[src/rtl/cella_pkg.sv]
// Shared widths and FSM state type for the bit-serial shift accumulator.
package cella_pkg;
  localparam int SUM_W   = 12;
  localparam int IN_BITS = 8;
  localparam int ACC_W   = SUM_W + IN_BITS;

  typedef enum logic [1:0] {
    IDLE,
    ACCUM,
    HOLD
  } state_e;
endpackage

[src/rtl/shift_accumulator.sv]
// Bit-serial shift-add accumulator: sums LSB-first plane sums from an
// external adder tree, optionally treating the last plane as a sign plane.
module shift_accumulator
  import cella_pkg::*;
#(
  parameter int SUM_W   = cella_pkg::SUM_W,
  parameter int IN_BITS = cella_pkg::IN_BITS,
  parameter int ACC_W   = cella_pkg::ACC_W
) (
  input  logic             clk,
  input  logic             rst_n,
  input  logic             start,
  input  logic             signed_mode,
  input  logic             in_valid,
  input  logic [SUM_W-1:0] in_sum,
  output logic             in_ready,
  output logic             out_valid,
  input  logic             out_ready,
  output logic [ACC_W-1:0] out_acc,
  output logic             busy
);

  localparam int CNT_W = (IN_BITS > 1) ? $clog2(IN_BITS) : 1;
  localparam logic [CNT_W-1:0] LAST = CNT_W'(IN_BITS - 1);

  state_e           state_q, state_d;
  logic [ACC_W-1:0] acc_q, acc_d;
  logic [CNT_W-1:0] bit_cnt_q, bit_cnt_d;
  logic             sgn_q, sgn_d;

  logic [ACC_W-1:0] term;
  logic             last;

  assign term = ACC_W'(in_sum) << bit_cnt_q;
  assign last = (bit_cnt_q == LAST);

  always_ff @(posedge clk or negedge rst_n) begin
    if (!rst_n) begin
      state_q   <= IDLE;
      acc_q     <= '0;
      bit_cnt_q <= '0;
      sgn_q     <= 1'b0;
    end else begin
      state_q   <= state_d;
      acc_q     <= acc_d;
      bit_cnt_q <= bit_cnt_d;
      sgn_q     <= sgn_d;
    end
  end

  always_comb begin
    state_d   = state_q;
    acc_d     = acc_q;
    bit_cnt_d = bit_cnt_q;
    sgn_d     = sgn_q;
    unique case (state_q)
      IDLE: begin
        if (start) begin
          state_d   = ACCUM;
          acc_d     = '0;
          bit_cnt_d = '0;
          sgn_d     = signed_mode;
        end
      end
      ACCUM: begin
        if (in_valid) begin
          // sign plane carries weight -2^(IN_BITS-1)
          if (sgn_q && last) acc_d = acc_q - term;
          else               acc_d = acc_q + term;
          bit_cnt_d = bit_cnt_q + 1'b1;
          if (last) begin
            state_d   = HOLD;
            bit_cnt_d = '0;
          end
        end
      end
      HOLD: begin
        if (out_ready) begin
          if (start) begin
            state_d   = ACCUM;
            acc_d     = '0;
            bit_cnt_d = '0;
            sgn_d     = signed_mode;
          end else begin
            state_d = IDLE;
          end
        end
      end
      default: state_d = IDLE;
    endcase
  end

  assign in_ready  = (state_q == ACCUM);
  assign out_valid = (state_q == HOLD);
  assign out_acc   = out_valid ? acc_q : '0;
  assign busy      = (state_q != IDLE);

endmodule
[config.mk]
export PLATFORM = sky130hd
export DESIGN_NAME = shift_accumulator
export DESIGN_NICKNAME = d
export VERILOG_FILES = /design/src/rtl/cella_pkg.sv /design/src/rtl/shift_accumulator.sv
export SDC_FILE = /design/constraint.sdc
export NUM_CORES = 1
export LEC_CHECK = 0
export BUFFER_PORTS_ARGS = -buffer_cell sky130_fd_sc_hd__buf_2
export CORE_AREA = 4 4 103 105
export CTS_BUF_LIST = sky130_fd_sc_hd__clkbuf_2 sky130_fd_sc_hd__clkbuf_4 sky130_fd_sc_hd__clkbuf_8
export CTS_CLUSTER_SIZE = 40
export DETAILED_ROUTE_END_ITERATION = 10
export DIE_AREA = 0 0 107 109
export GPL_ROUTABILITY_DRIVEN = 0
export GPL_TIMING_DRIVEN = 0
export PLACE_DENSITY = 0.55
export SETUP_SLACK_MARGIN = 0.1
export SYNTH_ARGS = -nofsm -noshare
export SYNTH_HDL_FRONTEND = slang
export SYNTH_SLANG_ARGS = --single-unit
[constraint.sdc]
create_clock -name clk -period 6.7 [get_ports clk]
set_input_delay 0.335 -clock clk [delete_from_list [all_inputs] [get_ports clk]]
set_output_delay 0.335 -clock clk [all_outputs]
set_load 0.01 [all_outputs]
## After elaboration in Yosys (flattened, before gate mapping)

Cells that the tools add are included.

- Register bits after elaboration: 26
- Latch bits: 0
- RAM bits: 0
- Memory bits (read-only): 0
- Bits of input ports: 18
- Memories kept: 0

- $add $sub $neg: 3
- Multiply operators: 0
- Divide/modulo/power cells: 0
- Magnitude comparators: 0
- Equal/unequal tests: 7
- Shift-type cells: 1
- Mux-type cells: 20
- Bitwise gates (word level): 0
- Reductions and logical operators: 8

Operators by type and width:

| cell | number |
|---|---|
| $mux 20 | 5 |
| $pmux 20 s3 | 1 |
| $add 20x20->20 | 1 |
| $shl 12x3->20 | 1 |
| $sub 20x20->20 | 1 |
| $mux 3 | 4 |
| $pmux 3 s3 | 1 |
| $mux 2 | 4 |
| $pmux 2 s3 | 1 |
| $ne 2x1->1 const B | 2 |
| $ne 2x2->1 const B | 2 |
| $reduce_and 4->1 | 1 |
| $reduce_bool 2->1 | 2 |
| $add 3x1->3 const B | 1 |
| $eq 3x3->1 const B | 1 |
| $mux 1 | 3 |
| $reduce_and 3->1 | 1 |
| $reduce_bool 3->1 | 1 |
| $eq 2x1->1 const B | 1 |
| $eq 2x2->1 const B | 1 |
| $logic_not 2->1 | 1 |
| $pmux 1 s2 | 1 |
| $reduce_and 2->1 | 1 |
| $logic_and 1x1->1 | 1 |

## Logic depth before layout (Yosys ltp)

Gate-level depths: netlist of run 1.

- Depth in word-level cells: 5
- Mapped depth: 20
- Mapped depth without buffers: 17

## Worst setup path before layout of run 1

No wires, ideal clock.

- Kind: register -> register
- Start point: reg bit_cnt_q[0]
- End point: reg acc_q[19]
- Library setup time: 74 ps
- Arrival: 3,787 ps
- Path slack: 2,839 ps
- Cell stages (with the launch flop): 18
- Clock period less this slack: 3,861 ps
- Path through: dfrtp_1 > buf_6 > mux2_1 > or2_0 > mux4_2 > nor3b_2 > and2_1 > a21oi_1 > xor2_1 > ha_1 > a21o_1 > a21o_1 > a21oi_1 > o21ai_0 > a211oi_1 > xnor2_1 > or3_1 > o21ai_2

- Cells in the longest elaborated chain, start to end: 5

RTL lines:

| element | RTL line | source |
|---|---|---|
| from (decl) | shift_accumulator.sv:28 | `logic [CNT_W-1:0] bit_cnt_q, bit_cnt_d;` |
| from (signal assigned) | shift_accumulator.sv:46 | `bit_cnt_q <= bit_cnt_d;` |
| $shl 12x3->20 or $eq 3x3->1 (tied branches) | shift_accumulator.sv:34, shift_accumulator.sv:35 |  |
| $add 20x20->20, or another cell as far along | shift_accumulator.sv:69 | `else acc_d = acc_q + term;` |
| $mux 20 * | shift_accumulator.sv:68 | `if (sgn_q && last) acc_d = acc_q - term;` |
| $mux 20 * | shift_accumulator.sv:66 | `if (in_valid) begin` |
| $pmux 20 s3 * | shift_accumulator.sv:56 | `unique case (state_q)` |
| to (signal assigned) | shift_accumulator.sv:40 | `acc_q <= '0;` |
| to (signal assigned) | shift_accumulator.sv:45 | `acc_q <= acc_d;` |
| to (decl) | shift_accumulator.sv:27 | `logic [ACC_W-1:0] acc_q, acc_d;` |

Every way passes the cells marked *; elsewhere a longest branch is shown, timed or not. The select of a mux whose other input is x is not followed.
A chain may end at the register's enable or synchronous reset.

## Worst setup path in the final report of run 1

- Start point: reg bit_cnt_q[1]
- End point: reg acc_q[19]

Same word-level chain as after synthesis.

==> flow_metrics.env, run 1 <==
export IMPL_status="finished, final reports clean"
export IMPL_crit_type="reg2reg"
export IMPL_cap_viol_max_count=0
export IMPL_maxClockFrequency_ghz=0.225
export IMPL_final_setup_tns_ns=0
export IMPL_wl_met3_um=252
export IMPL_insertedDiodeCount=0
export IMPL_dieArea_um2=11700
export IMPL_power_leakage_nw=1.54
export IMPL_fin_worst_skew_ns=0.00324
export IMPL_setup_viol=0
export IMPL_final_max_slew_violation_count=0
export IMPL_pwr_share_clk_pct=7.1
export IMPL_hold_buffers=0
export IMPL_wl_per_cell_um=13.7
export IMPL_antenna_found_initial=0
export IMPL_regArea_um2=651
export IMPL_gr_total_overflow=0
export IMPL_synth_area_per_cell_um2=7.88
export IMPL_crit_path_end_kind="register"
export IMPL_critical_path_slowest_cell="dfrtp_1"
export IMPL_min_path_type="in2async"
export IMPL_clkLatencyLatePin_ns=0.28
export IMPL_synthDistinctLibCells=51
export IMPL_netlist_area_um2=2960
export IMPL_highest_layer="met4"
export IMPL_hold_violations=0
export IMPL_cts_buffers=3
export IMPL_hpwl_um=6210
export IMPL_die_x_um=107
export IMPL_grt_pass1_vias=2652
export IMPL_initial_core_util_pct=30.7
export IMPL_cp_required_ns=6.91
export IMPL_first_pass_iters=4
export IMPL_pre_cts_slack_ns=2.33
export IMPL_drive_above_1_share_pct=15.5
export IMPL_max_stage_delay_ns=0.52
export IMPL_synth_seq_cells=26
export IMPL_met1_length_um=3870
export IMPL_slew_headroom_pct=58.1
export IMPL_syn2layout_area_growth_pct=14.8
export IMPL_cts_setup_buffers=0
export IMPL_powerDensity_nw_per_um2=564
export IMPL_synth_edf_count=0
export IMPL_cts_tree="built"
export IMPL_via_per_inst=4.93
export IMPL_dr_total_vias=2729
export IMPL_numPortBuffers=40
export IMPL_period_needed_ns=4.44
export IMPL_synthFlopType="dfrtp_1"
export IMPL_grt_max_degree=27
export IMPL_ir_worst_vdd_uv=200
export IMPL_clkTransAtPathRegs_ns=0.10
export IMPL_core_area_um2=9640
export IMPL_multi_input_area_um2=2190
export IMPL_met2_length_um=3300
export IMPL_synth_nets=417
export IMPL_final_cell_mix="nand2_1, o21ai_0, buf_2, dfrtp_1, and2_1"
export IMPL_p_comb_share_pct=77.9
export IMPL_synthArstFlopShare_pct=100
export IMPL_p_int_mw=0.954
export IMPL_drc=0
export IMPL_rows=36
export IMPL_power_switching_mw=0.963
export IMPL_syn_inst=376
export IMPL_cts_resized_gates=0
export IMPL_rsz0062_at_grt="no"
export IMPL_arrival_ns=4.65
export IMPL_die_y_um=109
export IMPL_drtIter0Drc=90
export IMPL_switching_share_pct=50.2
export IMPL_p_seq_share_pct=15.1
export IMPL_totalWireLength_um=7560
export IMPL_num_fill_cells=1085
export IMPL_worst_slack_ns=2.26
export IMPL_layout_commonest_cell="nand2_1"
export IMPL_worstPathCellList="clkbuf_1 > clkbuf_1 > nor2_1 > nand2_1 > ha_1 > nand2b_1 > o21ai_0 > xor2_1 > ha_1 > a21oi_1 > nand2_1 > o21ai_0 > o31ai_1 > a211oi_1 > xnor2_1 > or3_1 > o21ai_2"
export IMPL_cp_start_kind="register"
export IMPL_ctsRootBufferMaster="clkbuf_8"
export IMPL_worst_pin_slew_ns=0.623
export IMPL_final_nets=462
export IMPL_htreeDepth=1
export IMPL_seq_area_frac_synth_pct=22.0
export IMPL_ios=41
export IMPL_ys_warnings_count=0
export IMPL_antenna_left=0
export IMPL_cts_num_sinks=26
export IMPL_grt_pass1_wl_um=12800
export IMPL_r2r_slack_ns=2.26
export IMPL_cts_buffer_depth=2
export IMPL_grt_util_all_layers_pct=13.5
export IMPL_critPathMaxFanout=10
export IMPL_period_share_pct=66.2
[critical path, delay by kind of cell, from the launching register on]
| family | cells | cell delay, ns |
|---|---|---|
| and+or+nand+nor | 5 | 0.70 |
| buffers and inverters | 2 | 0.78 |
| xor gates and xnor gates | 2 | 0.38 |
| adders and majority gates | 2 | 0.48 |
| DFF | 1 | 0.52 |
| AOI/OAI and AO/OA | 6 | 1.52 |
[metal layers]
layer,vias up,track usage (%)
li1,1427,-
met5,-,0
met1,1246,19.3
met4,0,4.02
met3,8,1.36
met2,48,21.6
[layout make-up]
type	count	share of cell area [%]
Inverter	11	1.21
Clock buffer	3	1.21
Tap cell	133	4.90
Timing Repair Buffer	40	5.89
Clock inverter	1	0.883
Sequential cell	26	19.1
Buffer	17	2.32
Multi-Input combinational cell	322	64.4
[worst paths after layout]
path,startpoint,end,cells after the start
setup / recovery,bit_cnt_q[1],acc_q[19],17
hold / removal,rst_n,bit_cnt_q[0],1
setup reg to reg,bit_cnt_q[1],acc_q[19],17
hold reg to reg,acc_q[0],acc_q[0],2
max in group asynchronous,rst_n,acc_q[12],1
min in group clk,signed_mode,sgn_q,2
[state kept, by name, indices dropped and copies added (netlist names)]
register / flops
acc_q: 20
bit_cnt_q: 3
sgn_q: 1
state_q: 2
[cell usage after synthesis (8+ instances only)]
master	n	area share (%)
a21oi_1	19	3.2
and2_1	25	5.3
dfrtp_1	26	22
nor2_1	22	2.8
nand2b_1	9	1.9
ha_1	22	9.3
o21ai_0	40	6.8
xor2_1	17	5.0
inv_1	9	1.1
nor2b_1	8	1.7
o31ai_1	10	2.5
clkbuf_1	14	1.8
xnor2_1	14	4.1
nand2_1	51	6.5
mux2i_1	10	3.4
mux2_2	10	3.8
[metrics by stage]
step	hold WS (ns)	instances	utilization (%)	area [µm²]	power (mW)
after global routing	0.103	553	35.3	3400	2.14
final	0.0606	553	35.3	3400	1.92
after floorplan	0.0394	376	-	2960	1.48
after global placement	0.396	549	34.5	3330	1.75
after CTS	0.0854	553	35.3	3400	1.92
after detailed placement	0.400	549	34.5	3330	1.77
[power groups by stage]
stage	sequential (mW)	clock [mW]	combinational (mW)
5_1_grt	0.302	0.145	1.69
4_1_cts	0.291	0.139	1.49
6_report	0.289	0.136	1.49
3_3_place_gp	0.293	0	1.46
3_5_place_dp	0.294	0	1.48
2_1_floorplan	0.273	0	1.21
[cell families (layout without fill, tap and decap cells)]
family / count (synthesis) / count (layout) / share of synthesized area, %
mux: 24 / 24 / 9.46
fa+ha+maj: 23 / 23 / 9.97
flops: 26 / 26 / 22.0
compound gates: 102 / 102 / 21.3
buf+inv: 28 / 72 / 4.06
xor+xnor: 31 / 31 / 9.17
simple gates: 142 / 142 / 24.1
(Power assumes the default switching activity.)
==> run 2: changes to the inputs <==
- clock period: 6.7 -> 4.17 ns (I/O delays scaled with it)
==> run 2 against run 1 <==
Flip-flop and latch count did not move. Final area up 14%. Setup slack worse by 2.2 ns. Routed wire length up 9.5%. Sequential share of layout area fell by 2.3 points. Largest cell class unchanged. Highest routed layer unchanged.
==> flow_metrics.env, run 2 (synthesis gave the netlist of run 1 again) <==
export IMPL_whs_endpoint="sgn_q"
export IMPL_crit_path_end_kind="register"
export IMPL_cp_start_kind="register"
export IMPL_largest_reg_flops=20
export IMPL_gr_total_overflow=0
export IMPL_cap_viol_max_count=0
export IMPL_total_power_mw=3.74
export IMPL_r2r_cells=18
export IMPL_hold_violations=0
export IMPL_powerDensity_nw_per_um2=966
export IMPL_die_x_um=107
export IMPL_core_area_um2=9640
export IMPL_grt_pass1_vias=2832
export IMPL_grt_pass1_wl_um=13800
export IMPL_grt_max_degree=27
export IMPL_arrival_ns=4.26
export IMPL_antenna_left=0
export IMPL_num_fill_cells=1027
export IMPL_power_leakage_nw=1.78
export IMPL_setup_viol=0
export IMPL_numPortBuffers=40
export IMPL_period_share_pct=98.7
export IMPL_regArea_um2=652
export IMPL_insertedDiodeCount=0
export IMPL_drive_above_1_share_pct=29.7
export IMPL_critPathMaxFanout=7
export IMPL_r2r_end="acc_q[17]"
export IMPL_r2r_start="bit_cnt_q[0]"
export IMPL_dp_cells=549
export IMPL_antenna_found_initial=0
export IMPL_cts_num_sinks=26
export IMPL_clkLatencyLatePin_ns=0.28
export IMPL_top_regs="acc_q (20), bit_cnt_q (3), state_q (2)"
export IMPL_clkTransAtPathRegs_ns=0.10
export IMPL_ios=41
export IMPL_htreeDepth=1
export IMPL_grt_util_all_layers_pct=14.6
export IMPL_dieArea_um2=11700
export IMPL_totalWireLength_um=8270
export IMPL_final_nets=490
export IMPL_die_y_um=109
export IMPL_ctsRootBufferMaster="clkbuf_8"
export IMPL_dr_total_vias=2924
export IMPL_drtIter0Drc=140
export IMPL_period_needed_ns=4.12
export IMPL_wl_per_cell_um=14.2
export IMPL_syn2layout_area_growth_pct=30.7
export IMPL_hpwl_um=6210
export IMPL_min_path_type="in2reg"
export IMPL_fin_hold_ws_ns=0.157
export IMPL_rsz0062_at_grt="yes"
export IMPL_ir_worst_vdd_uv=320
export IMPL_slew_headroom_pct=57.7
export IMPL_initial_core_util_pct=30.7
export IMPL_via_per_inst=5.03
export IMPL_cts_tree="built"
export IMPL_first_pass_iters=4
export IMPL_rows=36
export IMPL_layout_commonest_cell="nand2_1"
export IMPL_worst_pin_slew_ns=0.634
export IMPL_status="finished, final reports clean"
export IMPL_hold_start="signed_mode"
export IMPL_cts_buffers=3
export IMPL_drc=0
export IMPL_maxClockFrequency_ghz=0.243
export IMPL_crit_type="reg2reg"
export IMPL_final_cells=581
export IMPL_cp_required_ns=4.31
export IMPL_final_cell_mix="nand2_1, buf_2, o21ai_0, buf_4, dfrtp_1"
export IMPL_hold_depth=2
export IMPL_final_max_slew_violation_count=0
export IMPL_top_register="acc_q"
export IMPL_fin_worst_skew_ns=0.00886
export IMPL_r2r_slack_ns=0.05
export IMPL_multi_input_area_um2=2420
export IMPL_cts_buffer_depth=2
-- run 2: changes by cell type in the layout (fill, tap and decap cells not counted), moves of 5 or more --
cell	change
buf_4	+26
mux2_4	+7
o21ai_0	-7
o21ai_1	+6
a21oi_1	-5
mux2_2	-5
-- run 2: area by class of cell --
cell class                 instances  share of cell area, %
tap                              133                   4.30
sequential                        26                   16.8
multi-input combinational        322                   62.5
clock inverter                     1                  0.776
inverter                          11                   1.16
clock buffer                       3                   1.07
buffer                            17                   2.36
timing repair buffer              68                   11.0
-- run 2: critical path: stages (launching register included) --
cell	delay, ns
dfrtp_1	0.42
buf_6	0.16
buf_12	0.13
mux2_4	0.31
nand2b_4	0.13
mux4_2	0.50
nor3b_2	0.24
and2_4	0.19
nor2_2	0.04
xor2_1	0.18
ha_1	0.32
nand4_1	0.11
o21ai_1	0.09
a31oi_2	0.22
o31ai_4	0.14
a21o_1	0.22
a221o_1	0.35
xnor2_1	0.16
o21ai_1	0.07
-- run 2: metal layers --
layer / track usage, % / vias to the layer above / wire [µm]
li1: - / 1484 / -
met1: 20.1 / 1368 / 3960
met2: 24.1 / 61 / 3850
met3: 1.36 / 11 / 272
met4: 4.66 / 0 / 193
met5: 0 / - / 0
-- run 2: where the power goes --
group / internal [mW] / leakage (nW) / switching (mW)
Sequential: 0.373 / 0.325 / 0.0958
Clock: 0.129 / 0.0357 / 0.0883
Combinational: 1.40 / 1.41 / 1.65
Total: 1.91 / 1.78 / 1.83
-- run 2: metrics by stage --
step / setup WS (ns) / instance area, µm² / util [%] / TNS, ns
2_1_floorplan: 0.309 / 2960 / - / 0
6_report: 0.0550 / 3870 / 40.2 / 0
5_1_grt: -0.139 / 3870 / 40.2 / -0.285
3_5_place_dp: -0.200 / 3330 / 34.5 / -0.561
4_1_cts: 0.105 / 3690 / 38.2 / 0
3_3_place_gp: -0.114 / 3330 / 34.5 / -0.304
-- run 2: what timing repair did --
action / 4_1_cts / 5_1_grt
pin swaps: 9 / 25
hold buffers: 1 / 0
resized for setup: 26 / 39
buffers inserted: 22 / 5
endpoints found under the hold margin: 26 / 0
gates cloned: 0 / 0
endpoints found under the setup margin: 7 / 8
-- run 2: how the worst max path moves through the flow --
stage,startpoint,endpoint,slack (ns)
after floorplan,bit_cnt_q[0],acc_q[19],0.31
after global placement,bit_cnt_q[0],acc_q[19],-0.11
after detailed placement,bit_cnt_q[1],acc_q[19],-0.20
after CTS,bit_cnt_q[0],acc_q[17],0.10
after global routing,bit_cnt_q[0],acc_q[17],-0.14
final,bit_cnt_q[0],acc_q[17],0.05
